## src/rtl/calc_exec_unit_pkg.sv

```systemverilog
// Shared encodings for the calculator execution stage: operation codes,
// control-bus codes and the execution state machine states.
package calc_exec_unit_pkg;

  // Operation select codes
  localparam logic [1:0] OP_ADD = 2'b00;
  localparam logic [1:0] OP_SUB = 2'b01;
  localparam logic [1:0] OP_MUL = 2'b10;
  localparam logic [1:0] OP_DIV = 2'b11;

  // Shared control bus codes (only CLEAR and EQUALS matter to this stage)
  localparam logic [2:0] SEL_LOAD_A = 3'b001;
  localparam logic [2:0] SEL_CLEAR  = 3'b100;
  localparam logic [2:0] SEL_EQUALS = 3'b111;

  // Execution state machine
  typedef enum logic [1:0] {
    ST_IDLE = 2'b00,
    ST_EXEC = 2'b01,
    ST_DONE = 2'b10
  } state_t;

endpackage

```

## src/rtl/calc_iter_muldiv.sv

```systemverilog
// Iterative multiply/divide datapath shared by MUL and DIV.
// One 2*WIDTH accumulator serves both algorithms:
//   mul: {partial sum, remaining multiplier bits}, shift right each step
//   div: {partial remainder, remaining dividend / quotient bits}, shift left
// 'start' loads the operands; each 'step' performs one iteration. 'done'
// flags the step that completes the last iteration, and 'result' is the
// value the accumulator takes at that step, so the caller can register it
// on the same edge.
module calc_iter_muldiv #(
  parameter int WIDTH = 8,
  parameter int ITER  = 8
) (
  input  logic               clock,
  input  logic               reset_n,
  input  logic               start,
  input  logic               step,
  input  logic               mode,     // 0: multiply, 1: divide
  input  logic [WIDTH-1:0]   a,
  input  logic [WIDTH-1:0]   b,
  output logic               done,
  output logic [2*WIDTH-1:0] result
);

  localparam int CNT_W = (ITER > 1) ? $clog2(ITER) : 1;

  logic [2*WIDTH-1:0] acc_reg;
  logic [2*WIDTH-1:0] acc_next;
  logic [WIDTH-1:0]   opnd_reg;
  logic               mode_reg;
  logic [CNT_W-1:0]   count_reg;
  logic [WIDTH:0]     mul_sum;
  logic [WIDTH:0]     rem_shift;
  logic [WIDTH:0]     rem_diff;

  // One iteration of shift-add multiply or restoring divide
  always_comb begin
    mul_sum   = {1'b0, acc_reg[2*WIDTH-1:WIDTH]}
              + (acc_reg[0] ? {1'b0, opnd_reg} : {(WIDTH+1){1'b0}});
    rem_shift = acc_reg[2*WIDTH-1:WIDTH-1];
    rem_diff  = rem_shift - {1'b0, opnd_reg};
    acc_next  = acc_reg;
    if (!mode_reg) begin
      acc_next = {mul_sum, acc_reg[WIDTH-1:1]};
    end else if (!rem_diff[WIDTH]) begin
      acc_next = {rem_diff[WIDTH-1:0], acc_reg[WIDTH-2:0], 1'b1};
    end else begin
      acc_next = {rem_shift[WIDTH-1:0], acc_reg[WIDTH-2:0], 1'b0};
    end
  end

  // Operand load on start, one iteration per enabled step
  always_ff @(posedge clock or negedge reset_n) begin
    if (!reset_n) begin
      acc_reg   <= '0;
      opnd_reg  <= '0;
      mode_reg  <= 1'b0;
      count_reg <= '0;
    end else if (start) begin
      acc_reg   <= {{WIDTH{1'b0}}, a};
      opnd_reg  <= b;
      mode_reg  <= mode;
      count_reg <= '0;
    end else if (step) begin
      acc_reg   <= acc_next;
      count_reg <= count_reg + 1'b1;
    end
  end

  assign done   = step && (count_reg == CNT_W'(ITER - 1));
  assign result = acc_next;

endmodule

```

## src/rtl/calc_exec_unit.sv

```systemverilog
// Calculator execution stage: detects the EQUALS edge on the control bus,
// latches operands, runs add/sub in one cycle or mul/div over ITER cycles,
// and presents a registered result with a done pulse and sticky error flag.
module calc_exec_unit
  import calc_exec_unit_pkg::*;
#(
  parameter int WIDTH = 8,
  parameter int ITER  = 8
) (
  input  logic               clock,
  input  logic               reset_n,
  input  logic [WIDTH-1:0]   A,
  input  logic [WIDTH-1:0]   B,
  input  logic [1:0]         Op,
  input  logic [2:0]         Sel,
  output logic [2*WIDTH-1:0] Result,
  output logic               Done,
  output logic               Busy,
  output logic               Err
);

  state_t             state;
  logic [2:0]         sel_prev;
  logic [WIDTH-1:0]   a_reg;
  logic [WIDTH-1:0]   b_reg;
  logic [1:0]         op_reg;

  logic               start;
  logic               clear;
  logic               md_start;
  logic               md_step;
  logic               md_done;
  logic [2*WIDTH-1:0] md_result;
  logic [WIDTH:0]     add_sum;
  logic [WIDTH:0]     sub_diff;
  logic               exec_done;
  logic               exec_err;
  logic [2*WIDTH-1:0] exec_result;

  assign start = (Sel == SEL_EQUALS) && (sel_prev != SEL_EQUALS);
  assign clear = (Sel == SEL_CLEAR);

  // The iterative unit loads straight from the live operands on the same
  // edge the top latches them, so both copies are identical.
  assign md_start = (state == ST_IDLE) && start && !clear && Op[1];
  assign md_step  = (state == ST_EXEC) && !clear &&
                    ((op_reg == OP_MUL) || ((op_reg == OP_DIV) && (b_reg != '0)));

  calc_iter_muldiv #(
    .WIDTH (WIDTH),
    .ITER  (ITER)
  ) u_muldiv (
    .clock   (clock),
    .reset_n (reset_n),
    .start   (md_start),
    .step    (md_step),
    .mode    (Op[0]),
    .a       (A),
    .b       (B),
    .done    (md_done),
    .result  (md_result)
  );

  assign add_sum  = {1'b0, a_reg} + {1'b0, b_reg};
  assign sub_diff = {1'b0, a_reg} - {1'b0, b_reg};

  // Select the completing value for the latched operation
  always_comb begin
    exec_done   = 1'b0;
    exec_err    = 1'b0;
    exec_result = md_result;
    case (op_reg)
      OP_ADD: begin
        exec_done   = 1'b1;
        exec_result = {{(WIDTH-1){1'b0}}, add_sum};
      end
      OP_SUB: begin
        exec_done   = 1'b1;
        exec_result = {{(WIDTH-1){sub_diff[WIDTH]}}, sub_diff};
      end
      OP_MUL: begin
        exec_done = md_done;
      end
      OP_DIV: begin
        if (b_reg == '0) begin
          exec_done   = 1'b1;
          exec_err    = 1'b1;
          exec_result = '0;
        end else begin
          exec_done = md_done;
        end
      end
      default: ;
    endcase
  end

  // Control FSM with registered outputs; clear overrides everything
  always_ff @(posedge clock or negedge reset_n) begin
    if (!reset_n) begin
      state    <= ST_IDLE;
      sel_prev <= 3'b000;
      a_reg    <= '0;
      b_reg    <= '0;
      op_reg   <= OP_ADD;
      Result   <= '0;
      Done     <= 1'b0;
      Busy     <= 1'b0;
      Err      <= 1'b0;
    end else begin
      sel_prev <= Sel;
      if (clear) begin
        Result <= '0;
        Err    <= 1'b0;
        Done   <= 1'b0;
        Busy   <= 1'b0;
        state  <= ST_IDLE;
      end else begin
        case (state)
          ST_IDLE: begin
            Done <= 1'b0;
            if (start) begin
              a_reg  <= A;
              b_reg  <= B;
              op_reg <= Op;
              Busy   <= 1'b1;
              state  <= ST_EXEC;
            end
          end
          ST_EXEC: begin
            if (exec_done) begin
              Result <= exec_result;
              Busy   <= 1'b0;
              Done   <= 1'b1;
              state  <= ST_DONE;
              if (exec_err) begin
                Err <= 1'b1;
              end
            end
          end
          ST_DONE: begin
            Done  <= 1'b0;
            state <= ST_IDLE;
          end
          default: begin
            state <= ST_IDLE;
          end
        endcase
      end
    end
  end

endmodule

```

## config.mk

```make
export PLATFORM = sky130hd
export DESIGN_NAME = calc_exec_unit
export DESIGN_NICKNAME = d
export VERILOG_FILES = /design/src/rtl/calc_exec_unit_pkg.sv /design/src/rtl/calc_iter_muldiv.sv /design/src/rtl/calc_exec_unit.sv
export SDC_FILE = /design/constraint.sdc
export NUM_CORES = 1
export LEC_CHECK = 0
export CAP_MARGIN = 5
export CORE_ASPECT_RATIO = 1.25
export CORE_MARGIN = 2
export CORE_UTILIZATION = 33
export CTS_BUF_LIST = sky130_fd_sc_hd__clkbuf_4 sky130_fd_sc_hd__clkbuf_8 sky130_fd_sc_hd__clkbuf_16
export DETAILED_ROUTE_END_ITERATION = 7
export PLACE_DENSITY = 0.63
export SYNTH_ARGS = -nofsm -noshare
export SYNTH_HDL_FRONTEND = slang
export SYNTH_SLANG_ARGS = --single-unit
```

## constraint.sdc

```tcl
create_clock -name clock -period 3.85 [get_ports clock]
set_input_delay 0.385 -clock clock [delete_from_list [all_inputs] [get_ports clock]]
set_output_delay 0.385 -clock clock [all_outputs]
set_load 0.02 [all_outputs]
```

After elaboration in Yosys (flattened, before gate mapping)
Index checks and enable logic that the tools add are counted.
- register bits: 70
- input bits: 23
- output and inout port bits: 19
- equality and inequality tests: 11
- reductions and logical operators: 28
- add/sub/neg operators: 5
- bitwise operators: 1
- multiplexer cells: 31
- operators with widths (operator ; number):
    2-to-1 mux 16 bit ; 8
    case mux 16 bit (3 select lines) ; 1
    2-to-1 mux 1 bit ; 12
    adder 8 x 8 -> 9 bit ; 1
    adder 8 x 9 -> 9 bit ; 1
    equality test 3 bit, second input constant ; 3
    != test 3 bit, second input constant ; 3
    AND reduction 3 bit ; 3
    subtractor 8 x 8 -> 9 bit ; 1
    subtractor 9 x 8 -> 9 bit ; 1
    logical AND 1 bit ; 8
    zero test 8 bit ; 1
    2-to-1 mux 8 bit ; 1
    nonzero test 2 bit ; 4
    nonzero test 8 bit ; 1
    equality test 2 bit, second input constant ; 3
    2-to-1 mux 2 bit ; 3
    2-to-1 mux 3 bit ; 2
    AND reduction 2 bit ; 3
    nonzero test 3 bit ; 2
    equality test 2 x 1 -> 1 bit, second input constant ; 2
    zero test 2 bit ; 2
    case mux 1 bit (2 select lines) ; 2
    case mux 2 bit (2 select lines) ; 1
    6 further kinds ; 7

Logic depth before layout (Yosys ltp)
Gate-level depths: netlist (run 1).
- depth in word-level cells: 10
- gate-level depth with buffers: 11
- depth with buffers taken out: 10

Modules after synthesis
From an unflattened synthesis (run 1), not the netlist that was laid out.
- cells, all modules: 521
- area, all modules: 4864.7 um^2
- by module, submodules not included (module ; area each (um^2) ; instances ; cells an instance):
    calc_exec_unit ; 2543.7 ; 1 ; 259
    calc_iter_muldiv ; 2321.0 ; 1 ; 262

Least setup slack after synthesis (run 1)
Ideal clock, no wire load.
- path type: register to register
- start point: register u_muldiv.acc_reg[7]
- end point: register Result[12]
- arrival: 2678 ps
- clock period less this slack: 2811 ps
- buffers on the path: 1
- slack: 1039 ps
- cell stages (with the launch flop): 12
- cell sequence: dfrtp_1 inv_1 ha_1 inv_1 fa_1 a211o_1 and3_1 o211a_1 buf_2 mux2_4 a2111oi_2 nor3_1
- word-level cells in the longest chain between the ends: 8
- RTL lines (item ; line ; RTL):
    from (decl) ; calc_iter_muldiv.sv:26 ; logic [2*WIDTH-1:0] acc_reg;
    from (signal assigned) ; calc_iter_muldiv.sv:59 ; acc_reg <= {{WIDTH{1'b0}}, a};
    from (signal assigned) ; calc_iter_muldiv.sv:64 ; acc_reg <= acc_next;
    subtractor 9 x 8 -> 9 bit * ; calc_iter_muldiv.sv:40 ; rem_diff = rem_shift - {1'b0, opnd_reg};
    2-to-1 mux 16 bit * ; calc_iter_muldiv.sv:44 ; end else if (!rem_diff[WIDTH]) begin
    2-to-1 mux 16 bit * ; calc_iter_muldiv.sv:42 ; if (!mode_reg) begin
    2-to-1 mux 16 bit ; calc_exec_unit.sv:85 ; if (b_reg == '0) begin
    case mux 16 bit (3 select lines) * ; calc_exec_unit.sv:72 ; case (op_reg)
    2-to-1 mux 16 bit * ; calc_exec_unit.sv:130 ; if (exec_done) begin
    2-to-1 mux 16 bit * ; calc_exec_unit.sv:118 ; case (state)
    2-to-1 mux 16 bit * ; calc_exec_unit.sv:111 ; if (clear) begin
    to (signal assigned) ; calc_exec_unit.sv:131 ; Result <= exec_result;
    to (decl) ; calc_exec_unit.sv:16 ; output logic [2*WIDTH-1:0] Result,
Mark *: on every way between the ends. The rest lies on a longest branch, timed or not. The select of a mux whose other input is x is not followed.
A chain may end at the register's enable or synchronous reset.

Final worst setup path (run 1)
- start point: register u_muldiv.acc_reg[7]
- end point: register Result[9]
Same word-level chain as after synthesis.

==> metrics.txt, run 1 <==
Top cell by count, worst path inv_1; CP Buf/Inv Count 2; Setup CP Type register to register; cells after synthesis 466; first-pass GRT wire length 19.6 mm; Post-synth EDFFs 0; Die Area 14700 um2; worst hold slack 0.0582 ns; largest net degree at the start of global routing 46; Setup violations, final 0; Core Rows 47; clk sinks 70; H-tree depth 3; PwrDens 773 nW/um2; TritonCTS clock tree yes; DRC errors left 0; synthesized cell area 4530 um2; vias in the first global route 3802; number of I/O pins 42; Tcrit/Tclk final 79.9%; Non-Filler Instances 678; slew margin rel. 22.8%; share of cells above drive strength 1 8.09%; Final Critical Period 3.08 ns; Max Slew Vio Count 0; Syn. warnings 0; Initial Utilization 34.0%; latest clock arrival within the worst-skew pair 0.33 ns; Worst Path Required 4.04 ns; placed cells 665; clock tree buffer depth 2; commonest non-fill, non-tap cell in the layout dfrtp_1; GRT Total Usage 17.4%; Hold Fails Final Rpt 0; Setup TNS 0 ns; root buf cell clkbuf_16; Layout Skew 0.00543 ns; nets 566; Max Clk Rate 325 MHz; RSZ-0062 raised after global routing no; Vias 3712; Leak Pwr 2.41 nW; Core ar. 13300 um2; crit-path cells inv_1 > ha_1 > inv_1 > fa_1 > a211o_1 > and3_1 > o211ai_1 > mux2_2 > a2111oi_2 > a211oi_1; most common flop cell mapped by yosys dfrtp_1; Antenna Violating Nets Remaining 0; Reg clk slew, reported paths 0.06 ns; Critical Path Slowest Stage Cell fa_1; routed length per placed instance 17.8 um; Post-CTS Setup Bufs 0; crit start category register; chip height 135 um; Worst Path Max Fanout 4; CP arrival 3.26 ns; Seq cells post-synth 70; CTS Hold Bufs 0; Post-Syn Nets 527; Resized Gates After CTS 0; Crit path max-delay family compound AO/OA/AOI/OAI gates; port bufs 41; initial antenna violation count 0; Hold Crit Class primary input to async pin; ant diodes 0; post-synth top area share 38.6%; library cells used by synthesis 63; Seq/Total Area, Yosys 38.6%; initial drt markers 244; vias per inst 5.47; Area Overhead vs Synth 19.4%; Pre-antenna DRT Iters 5; Worst R2R Path Depth 10; Routed WL 12.1 mm; top post-synthesis cells by area dfrtp_1, ha_1, mux2i_1; syn_area_per_cell 9.73 um2; Final GP Congestion 0.879; grt ovf 0; Worst path depth 10; Peak supply drop 0.219 mV; half-perimeter wire length after placement 9.39 mm; delay of the slowest cell on the worst path 0.48 ns; critical path capture point type register; Worst-Margin Slew 1.16 ns; outcome completed; commonest cells after routing, fill and taps aside dfrtp_1, clkdlybuf4s50_1, nand2_1; Num CTS Buffers 9; Synth area leader dfrtp_1; Max Cap Viol 0; Async SR Flop Fraction 100%; chip width 109 um
## through the flow
| stage | cell area, um2 | setup slack [ns] | total power, W | utilization, % |
|---|---|---|---|---|
| 2_1_floorplan | 4530 | 1.04 | 0.00272 | - |
| 3_3_place_gp | 5120 | 0.872 | 0.00329 | 38.3 |
| 3_5_place_dp | 5120 | 0.802 | 0.00334 | 38.3 |
| 4_1_cts | 5410 | 0.795 | 0.00419 | 40.5 |
| 5_1_grt | 5410 | 0.614 | 0.00448 | 40.5 |
| 6_report | 5410 | 0.775 | 0.00418 | 40.5 |
## where the power goes
part | switching, W | total, W | internal (W)
Clock | 0.000297 | 0.000841 | 0.000543
Combinational | 0.00112 | 0.00211 | 0.000990
Sequential | 0.000259 | 0.00123 | 0.000974
Total | 0.00168 | 0.00418 | 0.00251
## cells by family after synthesis
| kind of cell | count (synthesis) | share of synthesized area (%) |
|---|---|---|
| AO/OA/AOI/OAI | 129 | 21.0 |
| AND/OR/NAND/NOR | 134 | 15.1 |
| flip-flops | 70 | 38.6 |
| multiplexers | 29 | 6.82 |
| adder cells (fa/ha/maj) | 38 | 11.2 |
| XOR/XNOR | 15 | 2.90 |
| buffers and inverters | 51 | 4.44 |
## synthesized netlist by cell type, drive strengths merged, types with 12 or more instances
| master | n |
|---|---|
| ha | 34 |
| inv | 32 |
| mux2 | 12 |
| mux2i | 17 |
| and2 | 12 |
| dfrtp | 70 |
| nand2 | 39 |
| nor2b | 13 |
| nor2 | 26 |
| o21ai | 32 |
| a21oi | 12 |
## worst paths after layout
kind / start / endpoint / slack, ns
max reg2reg: u_muldiv.acc_reg[7] / Result[9] / 0.77
min: reset_n / Result[14] / 0.06
max: u_muldiv.acc_reg[7] / Result[9] / 0.77
max in group asynchronous: reset_n / a_reg[2] / 2.78
min reg2reg: u_muldiv.opnd_reg[0] / u_muldiv.opnd_reg[0] / 0.51
min in group clock: u_muldiv.opnd_reg[0] / u_muldiv.opnd_reg[0] / 0.51
## routing by layer
layer  global-route usage, %  share of wire [%]
met3                    2.75                3.8
met4                    8.40                3.6
met2                    30.4                 51
met1                    20.5                 41
met5                       0                  0
## area by class of cell
| class | count | area, um2 |
|---|---|---|
| clock buffer | 12 | 267 |
| clock inverter | 1 | 30.0 |
| fill | 1291 | 7940 |
| inverter | 32 | 120 |
| multi-input combinational | 345 | 2580 |
| sequential | 70 | 1750 |
| tap | 171 | 214 |
| timing repair buffer | 47 | 450 |
Note: power is estimated with default switching activity, not from simulation.
==> run 2, diff against run 1 <==
==> constraint.sdc (replaced) <==
create_clock -name clock -period 3.01 [get_ports clock]
set_input_delay 0.301 -clock clock [delete_from_list [all_inputs] [get_ports clock]]
set_output_delay 0.301 -clock clock [all_outputs]
set_load 0.02 [all_outputs]
==> run 2 against run 1 <==
Worst hold slack worse by 0.030 ns. Via count up 2.0%. Critical path depth unchanged. Sequential cell count unchanged. Cell count up 2.1%. Clock skew about the same. Global-route usage up 0.45 points. Total power up 31%. Critical path type unchanged. Largest cell class unchanged. Largest power group unchanged.
==> metrics.txt, run 2 (synthesis results as in run 1) <==
outcome completed; Antenna Violating Nets Remaining 0; H-tree depth 3; clock share of power 19.9%; chip height 135 um; Post-CTS Setup Bufs 0; Sw Share 40.4%; Max Cap Viol 0; largest net degree at the start of global routing 33; commonest non-fill, non-tap cell in the layout dfrtp_1; area occupied by registers 1750 um2; Area Overhead vs Synth 21.6%; Vias 3787; Leak Pwr 2.47 nW; Worst R2R Path Depth 10; footprint of the multi-input gates 2590 um2; Final Critical Period 2.87 ns; chip width 109 um; nets 578; Layout Skew 0.00579 ns; Routed WL 12.4 mm; Final GP Congestion 0.859; first-pass GRT wire length 19.9 mm; Num CTS Buffers 9; slew margin rel. 37.9%; Die Area 14700 um2; share of cells above drive strength 1 10.9%; port bufs 41; initial drt markers 247; vias in the first global route 3830; Worst-Margin Slew 0.931 ns; Hold Fails Final Rpt 0; initial antenna violation count 0; Tcrit/Tclk final 95.3%; net switching power figure 0.00221 W; Peak supply drop 0.301 mV; Initial Utilization 34.0%; dpl cell area 5210 um2; half-perimeter wire length after placement 9.66 mm; Max Slew Vio Count 0; Hold Crit Class primary input to async pin; Gate power share 51.6%; vias per inst 5.47; commonest cells after routing, fill and taps aside dfrtp_1, clkdlybuf4s50_1, nand2_1; Max Clk Rate 349 MHz; Setup violations, final 0; Reg clk slew, reported paths 0.06 ns; clock tree buffer depth 2; CP arrival 3.08 ns; ant diodes 0; Core Rows 47; Core Util, Final 41.3%; critical path capture point type register; GRT Total Usage 17.8%; number of I/O pins 42; Setup WS post-layout 0.141 ns; cell area after layout 5510 um2; Setup CP Type register to register; routed length per placed instance 18.0 um; root buf cell clkbuf_16; Pre-antenna DRT Iters 4; fillcell total 1265; grt ovf 0; DRC errors left 0; TritonCTS clock tree yes; latest clock arrival within the worst-skew pair 0.34 ns; PwrDens 992 nW/um2; Seq pwr share 28.5%; Worst Path Max Fanout 4; crit start category register; pre-CTS WS 0.0651 ns; Int Power 0.00326 W; Core ar. 13300 um2; clk sinks 70; Worst Path Required 3.22 ns
run 2: routing by layer:
metal  GRT usage, %  part of all wire [%]
met1           21.2                    41
met2           29.8                    50
met3           3.62                   3.5
met4           10.0                   5.2
met5              0                     0
run 2: power by group through the flow:
stage | Sequential (W) | Clock, W | Combinational, W
floorplan | 0.00154 | 0 | 0.00194
global placement | 0.00156 | 0 | 0.00270
detailed placement | 0.00157 | 0 | 0.00278
CTS | 0.00156 | 0.00110 | 0.00279
global route | 0.00160 | 0.00115 | 0.00311
finish | 0.00156 | 0.00109 | 0.00282
run 2: worst paths after layout:
kind                                     start                   end  slack (ns)
max                        u_muldiv.acc_reg[7]            Result[12]        0.14
min                                    reset_n  u_muldiv.acc_reg[13]        0.03
max reg2reg                u_muldiv.acc_reg[7]            Result[12]        0.14
min reg2reg                         Result[14]            Result[14]        0.52
max in group asynchronous              reset_n             Result[7]        2.19
min in group clock                      Sel[2]           sel_prev[2]        0.49
run 2: what timing repair did:
action,CTS,global route
gates resized for setup,0,3
setup endpoints to repair,0,6
hold buffers,0,0
run 2: worst max-delay path, stage by stage, from the launching register on:
cell	delay [ns]
dfrtp_1	0.39
inv_1	0.08
ha_2	0.18
inv_1	0.07
fa_2	0.43
a211o_1	0.32
and3_1	0.17
o211a_1	0.30
mux2_4	0.33
a2111oi_2	0.36
nor3_1	0.11
run 2: layout make-up:
type,instances,share of cell area (%)
sequential,70,31.8
timing repair buffer,59,9.80
clock inverter,3,0.817
multi-input combinational,345,46.9
tap,171,3.88
inverter,32,2.18
clock buffer,12,4.61
run 2: stage by stage:
stage	hold slack, ns	setup TNS, ns	power [W]	std cells
floorplan	0.00541	0	0.00348	466
global placement	0.401	0	0.00427	677
detailed placement	0.405	0	0.00435	677
CTS	0.0451	0	0.00546	692
global route	0.0632	-0.0146	0.00587	692
finish	0.0283	0	0.00547	692
